===== src/rtl/vectored_interrupt_controller.sv =====
// Vectored interrupt controller: edge/level capture, enable mask, lowest-index
// priority dispatch to one CPU with a request/acknowledge handshake.
//
// Ports:
//   clk          : clock, all state on the rising edge
//   reset_n      : synchronous active-low reset
//   interrupts   : raw requests, bit i is channel i+1
//   intDisabled  : CPU in handler; its rising use acknowledges a request
//   cfg_we       : configuration write strobe
//   cfg_addr     : 0=ENABLE 1=MODE 2=PENDING(W1C) 3=CURRENT(ro)
//   cfg_wdata    : configuration write data
//   cfg_rdata    : combinational read of the selected register
//   intCPU       : registered interrupt request to the CPU
//   intID        : registered ID (index+1) of the dispatched channel
module vectored_interrupt_controller #(
  parameter int NUM_INTERRUPTS = 16,
  parameter int ID_WIDTH       = 8
) (
  input  logic                      clk,
  input  logic                      reset_n,
  input  logic [NUM_INTERRUPTS-1:0] interrupts,
  input  logic                      intDisabled,
  input  logic                      cfg_we,
  input  logic [1:0]                cfg_addr,
  input  logic [NUM_INTERRUPTS-1:0] cfg_wdata,
  output logic [NUM_INTERRUPTS-1:0] cfg_rdata,
  output logic                      intCPU,
  output logic [ID_WIDTH-1:0]       intID
);

  localparam int N     = NUM_INTERRUPTS;
  localparam int IDX_W = (N > 1) ? $clog2(N) : 1;
  localparam int EXT_W = (N > ID_WIDTH) ? N : ID_WIDTH;

  localparam logic [1:0] A_ENABLE  = 2'd0;
  localparam logic [1:0] A_MODE    = 2'd1;
  localparam logic [1:0] A_PENDING = 2'd2;
  localparam logic [1:0] A_CURRENT = 2'd3;

  typedef enum logic [1:0] {
    S_IDLE,
    S_REQ,
    S_SERVICE
  } state_e;

  state_e              state_q, state_d;
  logic [N-1:0]        enable_q, enable_d;
  logic [N-1:0]        mode_q, mode_d;
  logic [N-1:0]        pend_q, pend_d;
  logic [N-1:0]        samp_q;
  logic                cpu_q, cpu_d;
  logic [ID_WIDTH-1:0] id_q, id_d;

  logic [N-1:0]        set_vec;
  logic [N-1:0]        elig;
  logic [N-1:0]        win_oh;
  logic [IDX_W-1:0]    win_idx;
  logic                any_elig;
  logic [N-1:0]        disp_clr;
  logic [N-1:0]        w1c;
  logic [EXT_W-1:0]    id_ext;

  // Level channels set every cycle they are high; edge channels only
  // when the previous-cycle sample was low. Reset clears the sample, so
  // a line held high through reset counts as a fresh edge.
  assign set_vec = interrupts & (mode_q | ~samp_q);

  assign elig     = pend_q & enable_q;
  assign any_elig = |elig;

  // Isolate the lowest set bit, then encode it.
  assign win_oh = elig & (~elig + N'(1));

  always_comb begin
    win_idx = '0;
    for (int i = 0; i < N; i++) begin
      if (win_oh[i]) win_idx = IDX_W'(i);
    end
  end

  assign w1c = (cfg_we && cfg_addr == A_PENDING) ? cfg_wdata : '0;

  always_comb begin
    state_d  = state_q;
    cpu_d    = cpu_q;
    id_d     = id_q;
    disp_clr = '0;
    unique case (state_q)
      S_IDLE: begin
        cpu_d = 1'b0;
        if (!intDisabled && any_elig) begin
          state_d  = S_REQ;
          cpu_d    = 1'b1;
          id_d     = ID_WIDTH'(win_idx) + ID_WIDTH'(1);
          disp_clr = win_oh;
        end
      end
      // Committed: config changes to the channel cannot withdraw it.
      S_REQ: begin
        cpu_d = 1'b1;
        if (intDisabled) begin
          state_d = S_SERVICE;
          cpu_d   = 1'b0;
        end
      end
      S_SERVICE: begin
        cpu_d = 1'b0;
        if (!intDisabled) state_d = S_IDLE;
      end
      default: begin
        state_d = S_IDLE;
        cpu_d   = 1'b0;
      end
    endcase
  end

  // New set wins over a same-cycle dispatch or W1C clear.
  assign pend_d = (pend_q & ~(disp_clr | w1c)) | set_vec;

  assign enable_d = (cfg_we && cfg_addr == A_ENABLE) ? cfg_wdata : enable_q;
  assign mode_d   = (cfg_we && cfg_addr == A_MODE)   ? cfg_wdata : mode_q;

  assign id_ext = EXT_W'(id_q);

  always_comb begin
    cfg_rdata = '0;
    unique case (cfg_addr)
      A_ENABLE:  cfg_rdata = enable_q;
      A_MODE:    cfg_rdata = mode_q;
      A_PENDING: cfg_rdata = pend_q;
      A_CURRENT: cfg_rdata = id_ext[N-1:0];
      default:   cfg_rdata = '0;
    endcase
  end

  always_ff @(posedge clk) begin
    if (!reset_n) begin
      state_q  <= S_IDLE;
      enable_q <= '1;
      mode_q   <= '0;
      pend_q   <= '0;
      samp_q   <= '0;
      cpu_q    <= 1'b0;
      id_q     <= '0;
    end else begin
      state_q  <= state_d;
      enable_q <= enable_d;
      mode_q   <= mode_d;
      pend_q   <= pend_d;
      samp_q   <= interrupts;
      cpu_q    <= cpu_d;
      id_q     <= id_d;
    end
  end

  assign intCPU = cpu_q;
  assign intID  = id_q;

endmodule


===== config.mk =====
export PLATFORM = sky130hd
export DESIGN_NAME = vectored_interrupt_controller
export DESIGN_NICKNAME = d
export VERILOG_FILES = /design/src/rtl/vectored_interrupt_controller.sv
export SDC_FILE = /design/constraint.sdc
export NUM_CORES = 1
export LEC_CHECK = 0
export CAP_MARGIN = 0
export CORE_MARGIN = 1.5
export CORE_UTILIZATION = 30
export DETAILED_ROUTE_END_ITERATION = 12
export PLACE_DENSITY = 0.54
export SYNTH_ARGS = -nofsm -noshare
export SYNTH_HDL_FRONTEND = slang
export SYNTH_SLANG_ARGS = --single-unit

===== constraint.sdc =====
create_clock -name clk -period 3.2 [get_ports clk]
set_input_delay 0.64 -clock clk [delete_from_list [all_inputs] [get_ports clk]]
set_output_delay 0.64 -clock clk [all_outputs]
set_load 0.01 [all_outputs]

Word level (Yosys, flattened, before mapping)
Cells that the tools add are included.
{"block": "totals", "output_inout_bits": 25, "register_bits": 75, "in_bits": 38, "wordCells": 63}
{"block": "classes", "n_reduce_logical": 10, "bitwise_logic": 10, "n_eq_ne": 8, "n_mux": 26, "n_addsub": 2}
{"op": "16-bit bitwise AND", "n": 4}
{"op": "16-bit one-hot mux with 4 select lines", "n": 1}
{"op": "4-bit 2-to-1 mux", "n": 14}
{"op": "16-bit 2-to-1 mux", "n": 3}
{"op": "16-bit NOT", "n": 3}
{"op": "16-bit OR", "n": 3}
{"op": "16-bit by 1-bit adder with 16-bit output, second input constant", "n": 1}
{"op": "16-bit OR reduction", "n": 1}
{"op": "2-bit == test, second input constant", "n": 3}
{"op": "2-bit 2-to-1 mux", "n": 3}
{"op": "2-bit inequality test, second input constant", "n": 3}
{"op": "2-bit one-hot mux with 3 select lines", "n": 1}
{"op": "4-bit by 1-bit adder with 5-bit output, second input constant", "n": 1}
{"op": "2-bit by 1-bit == test with 1-bit output, second input constant", "n": 2}
{"op": "1-bit logical AND", "n": 4}
{"op": "2-bit logical NOT", "n": 2}
{"op": "1-bit 2-to-1 mux", "n": 3}
{"op": "3-bit AND reduction", "n": 1}
{"op": "1-bit one-hot mux with 2 select lines", "n": 1}
{"op": "2-bit AND reduction", "n": 1}
{"op": "1-bit logical NOT", "n": 1}

Logic depth before layout (Yosys ltp)
{"block": "logic_depth", "ltp_word": 20, "depth_mapped": 9}

Least setup slack after synthesis
Ideal clock, no wire load.
{"block": "synth_timing", "path_type": "input -> output", "start": "in cfg_addr[0]", "end": "out cfg_rdata[11]", "path_buffers": 2, "cell_stages": 4, "setup_slack_ps": 726, "arrival_time_ps": 1834, "required_ps": 2560, "path_cell_list": "clkbuf_1 > buf_1 > mux2i_1 > o21ai_0"}
{"block": "synth_via", "elab_chain_cells": 2}
{"element": "from (decl)", "line": "24", "text": "input logic [1:0] cfg_addr,"}
{"element": "2-bit == test, or another cell as far along", "line": "127", "text": "unique case (cfg_addr)"}
{"element": "16-bit one-hot mux with 4 select lines *", "line": "127"}
{"element": "to (decl)", "line": "26", "text": "output logic [NUM_INTERRUPTS-1:0] cfg_rdata,"}
Mark *: on every way between the ends. The rest lies on a longest branch, timed or not.

Worst setup path in the final report
{"block": "layout_timing", "start": "in cfg_addr[1]", "end": "out cfg_rdata[3]"}
Same word-level chain as after synthesis.

==> flow_metrics.env <==
export IMPL_synthToLayoutAreaGrowth_pct=33.0
export IMPL_ys_async_sr_fraction_pct=0
export IMPL_dp_cells=600
export IMPL_tritoncts="built"
export IMPL_final_net_count=510
export IMPL_antenna_found_initial=0
export IMPL_p_leak_uw=0.00186
export IMPL_via_count=3062
export IMPL_tns_ns=0
export IMPL_wl_per_cell_um=15.5
export IMPL_maxCapViolCount=0
export IMPL_cts_made_buffers=9
export IMPL_place_gp_congestion=0.784
export IMPL_ys_seq_area_share_pct=42.0
export IMPL_diodes=0
export IMPL_drc=0
export IMPL_overflow=0
export IMPL_routed_wl_um=9530
export IMPL_layout_drive_gt1_share_pct=9.07
export IMPL_cp_data_arrival_time_ns=2.41
export IMPL_critPathLaunchType="input port"
export IMPL_ctsResizeCount=0
export IMPL_crit_path_cell_trace="clkdlybuf4s50_1, buf_12, mux4_2, clkdlybuf4s50_1"
export IMPL_yosysWarnings=0
export IMPL_coreArea_um2=11000
export IMPL_die_y_um=110
export IMPL_grt_pass1_wl_um=15800
export IMPL_ant_nets=0
export IMPL_cpPeakStageDelay_ns=0.57
export IMPL_fin_util_pct=41.5
export IMPL_die_area_um2=12100
export IMPL_htree_levels=3
export IMPL_postSynthAreaPerCell_um2=8.33
export IMPL_end_kind="output port"
export IMPL_yosysTopAreaCellShare_pct=42.0
export IMPL_cts_root_buf="clkbuf_16"
export IMPL_cpMostUsedCell="clkdlybuf4s50_1"
export IMPL_period_share_pct=95.2
export IMPL_synth_most_common_cell="nand2_1"
export IMPL_path_class="input port to output port"
export IMPL_synth_seq_cells=72
export IMPL_synthCells=412
export IMPL_io_pins=63
export IMPL_synthFlopType="dfxtp_1"
export IMPL_crit_required_ns=2.56
export IMPL_hp_class="register to register"
export IMPL_rsz0062_at_grt="false"
export IMPL_worst_pin_slew_ns=0.616
export IMPL_dp_hpwl_um=6840
export IMPL_drtPass1Iterations=4
export IMPL_synth_distinct_cells=53
export IMPL_synth_common_cells="117 x nand2_1, 72 x dfxtp_1, 26 x nand3_1"
export IMPL_first_global_vias=3039
export IMPL_p_per_area_nw_per_um2=569
export IMPL_finalHoldViolCount=0
export IMPL_vdd_drop_max_v=0.000280
export IMPL_via_per_inst=4.99
export IMPL_clk_pin_slew_worst_paths_ns=0.06
export IMPL_cts_setup_buffers=0
export IMPL_period_needed_ns=3.05
export IMPL_finalClockSkew_ns=0.00470
export IMPL_first_iter_violations=270
export IMPL_initial_core_util_pct=31.2
export IMPL_setup_viol=0
export IMPL_fmax_ghz=0.328
export IMPL_synthTopCellsByArea="dfxtp_1 42%, nand2_1 13%, and2_1 4.4%, a21boi_0 3.9%, nand3_1 3.8%"
export IMPL_slew_headroom_pct=58.9
export IMPL_syn_area_um2=3430
export IMPL_grt_usage_pct=17.5
export IMPL_regToRegSetupSlack_ns=0.84
export IMPL_portBuffers=59
export IMPL_synth_edf_count=0
export IMPL_clk_latency_ns=0.33
export IMPL_clkSinkCount=72
export IMPL_slowest_stage="clkdlybuf4s50_1"
export IMPL_clock_path_buffers=2
export IMPL_status="finished clean"
export IMPL_final_cells=614
export IMPL_yosys_area_top_type="dfxtp_1"
export IMPL_grt_max_degree=40
export IMPL_slew_viol_final=0
export IMPL_chipWidth_um=110
export IMPL_rows=38
export IMPL_cts_hold_buf=0
export IMPL_critPathMaxFanout=18
## registers in the layout, indices dropped and copies added (netlist names)
register and flops:
state_q 2, samp_q 16, pend_q 16, intID 5, intCPU 1, enable_q 16
mode_q 16
## cells by family after synthesis
kind of cell	synth area share [%]
adders and majority gates	0.365
AOI/OAI and AO/OA	18.1
other	0.109
buffers and inverters	4.16
xor gates and xnor gates	0.510
DFF	42.0
and+or+nand+nor	28.1
muxes	6.60
## worst paths after layout
path | from | end | cells after the start
setup reg to reg | pend_q[0]$_SDFF_PN0_ | intID[2]$_SDFFE_PN0P_ | 9
hold / removal | samp_q[7]$_SDFF_PN0_ | pend_q[7]$_SDFF_PN0_ | 3
setup / recovery | cfg_addr[1] | cfg_rdata[3] | 4
hold reg to reg | samp_q[7]$_SDFF_PN0_ | pend_q[7]$_SDFF_PN0_ | 3
## power by group
group	internal [uW]	leakage (uW)	switching (uW)
clock network	795	0.000168	370
logic	221	0.00109	204
registers	955	0.000595	52.4
## worst max-delay path: cells and delay by family
family | cells | cell delay [ns]
mux | 1 | 0.51
buf+inv | 3 | 1.25
## per-stage QoR
step	setup slack, ns	total power (uW)	instance area, um^2	hold slack, ns
2_1_floorplan	0.726	1260	3440	0.442
6_report	0.153	2600	4560	0.474
3_3_place_gp	0.155	1450	4220	0.458
4_1_cts	0.137	2630	4560	0.476
5_1_grt	0.0690	2730	4560	0.491
3_5_place_dp	0.140	1450	4220	0.464
## layout by cell type (no fill, tap or decap), drive strengths merged, types with 11 or more instances in the layout
| cell type | instances |
|---|---|
| o21ai | 23 |
| mux2i | 11 |
| buf | 13 |
| a21boi | 19 |
| clkdlybuf4s50 | 58 |
| nand2 | 117 |
| clkbuf | 11 |
| and2 | 24 |
| nand3 | 26 |
| dfxtp | 72 |
## per-layer routing
metal | global-route usage [%] | vias to the layer above | part of all wire [%]
met3 | 4.74 | 5 | 4.4
met1 | 23.3 | 1448 | 49
met2 | 27.2 | 60 | 46
met4 | 6.03 | 0 | 0.86
li1 | - | 1549 | -
met5 | 0 | - | 0
## area by class of cell
class | instances | area (um^2)
fill | 1119 | 6420
multi-input combinational | 309 | 1860
sequential | 72 | 1440
timing repair buffer | 71 | 713
clock buffer | 11 | 253
tap | 140 | 175
clock inverter | 3 | 90.1
inverter | 8 | 30.0
(Power assumes the default switching activity.)
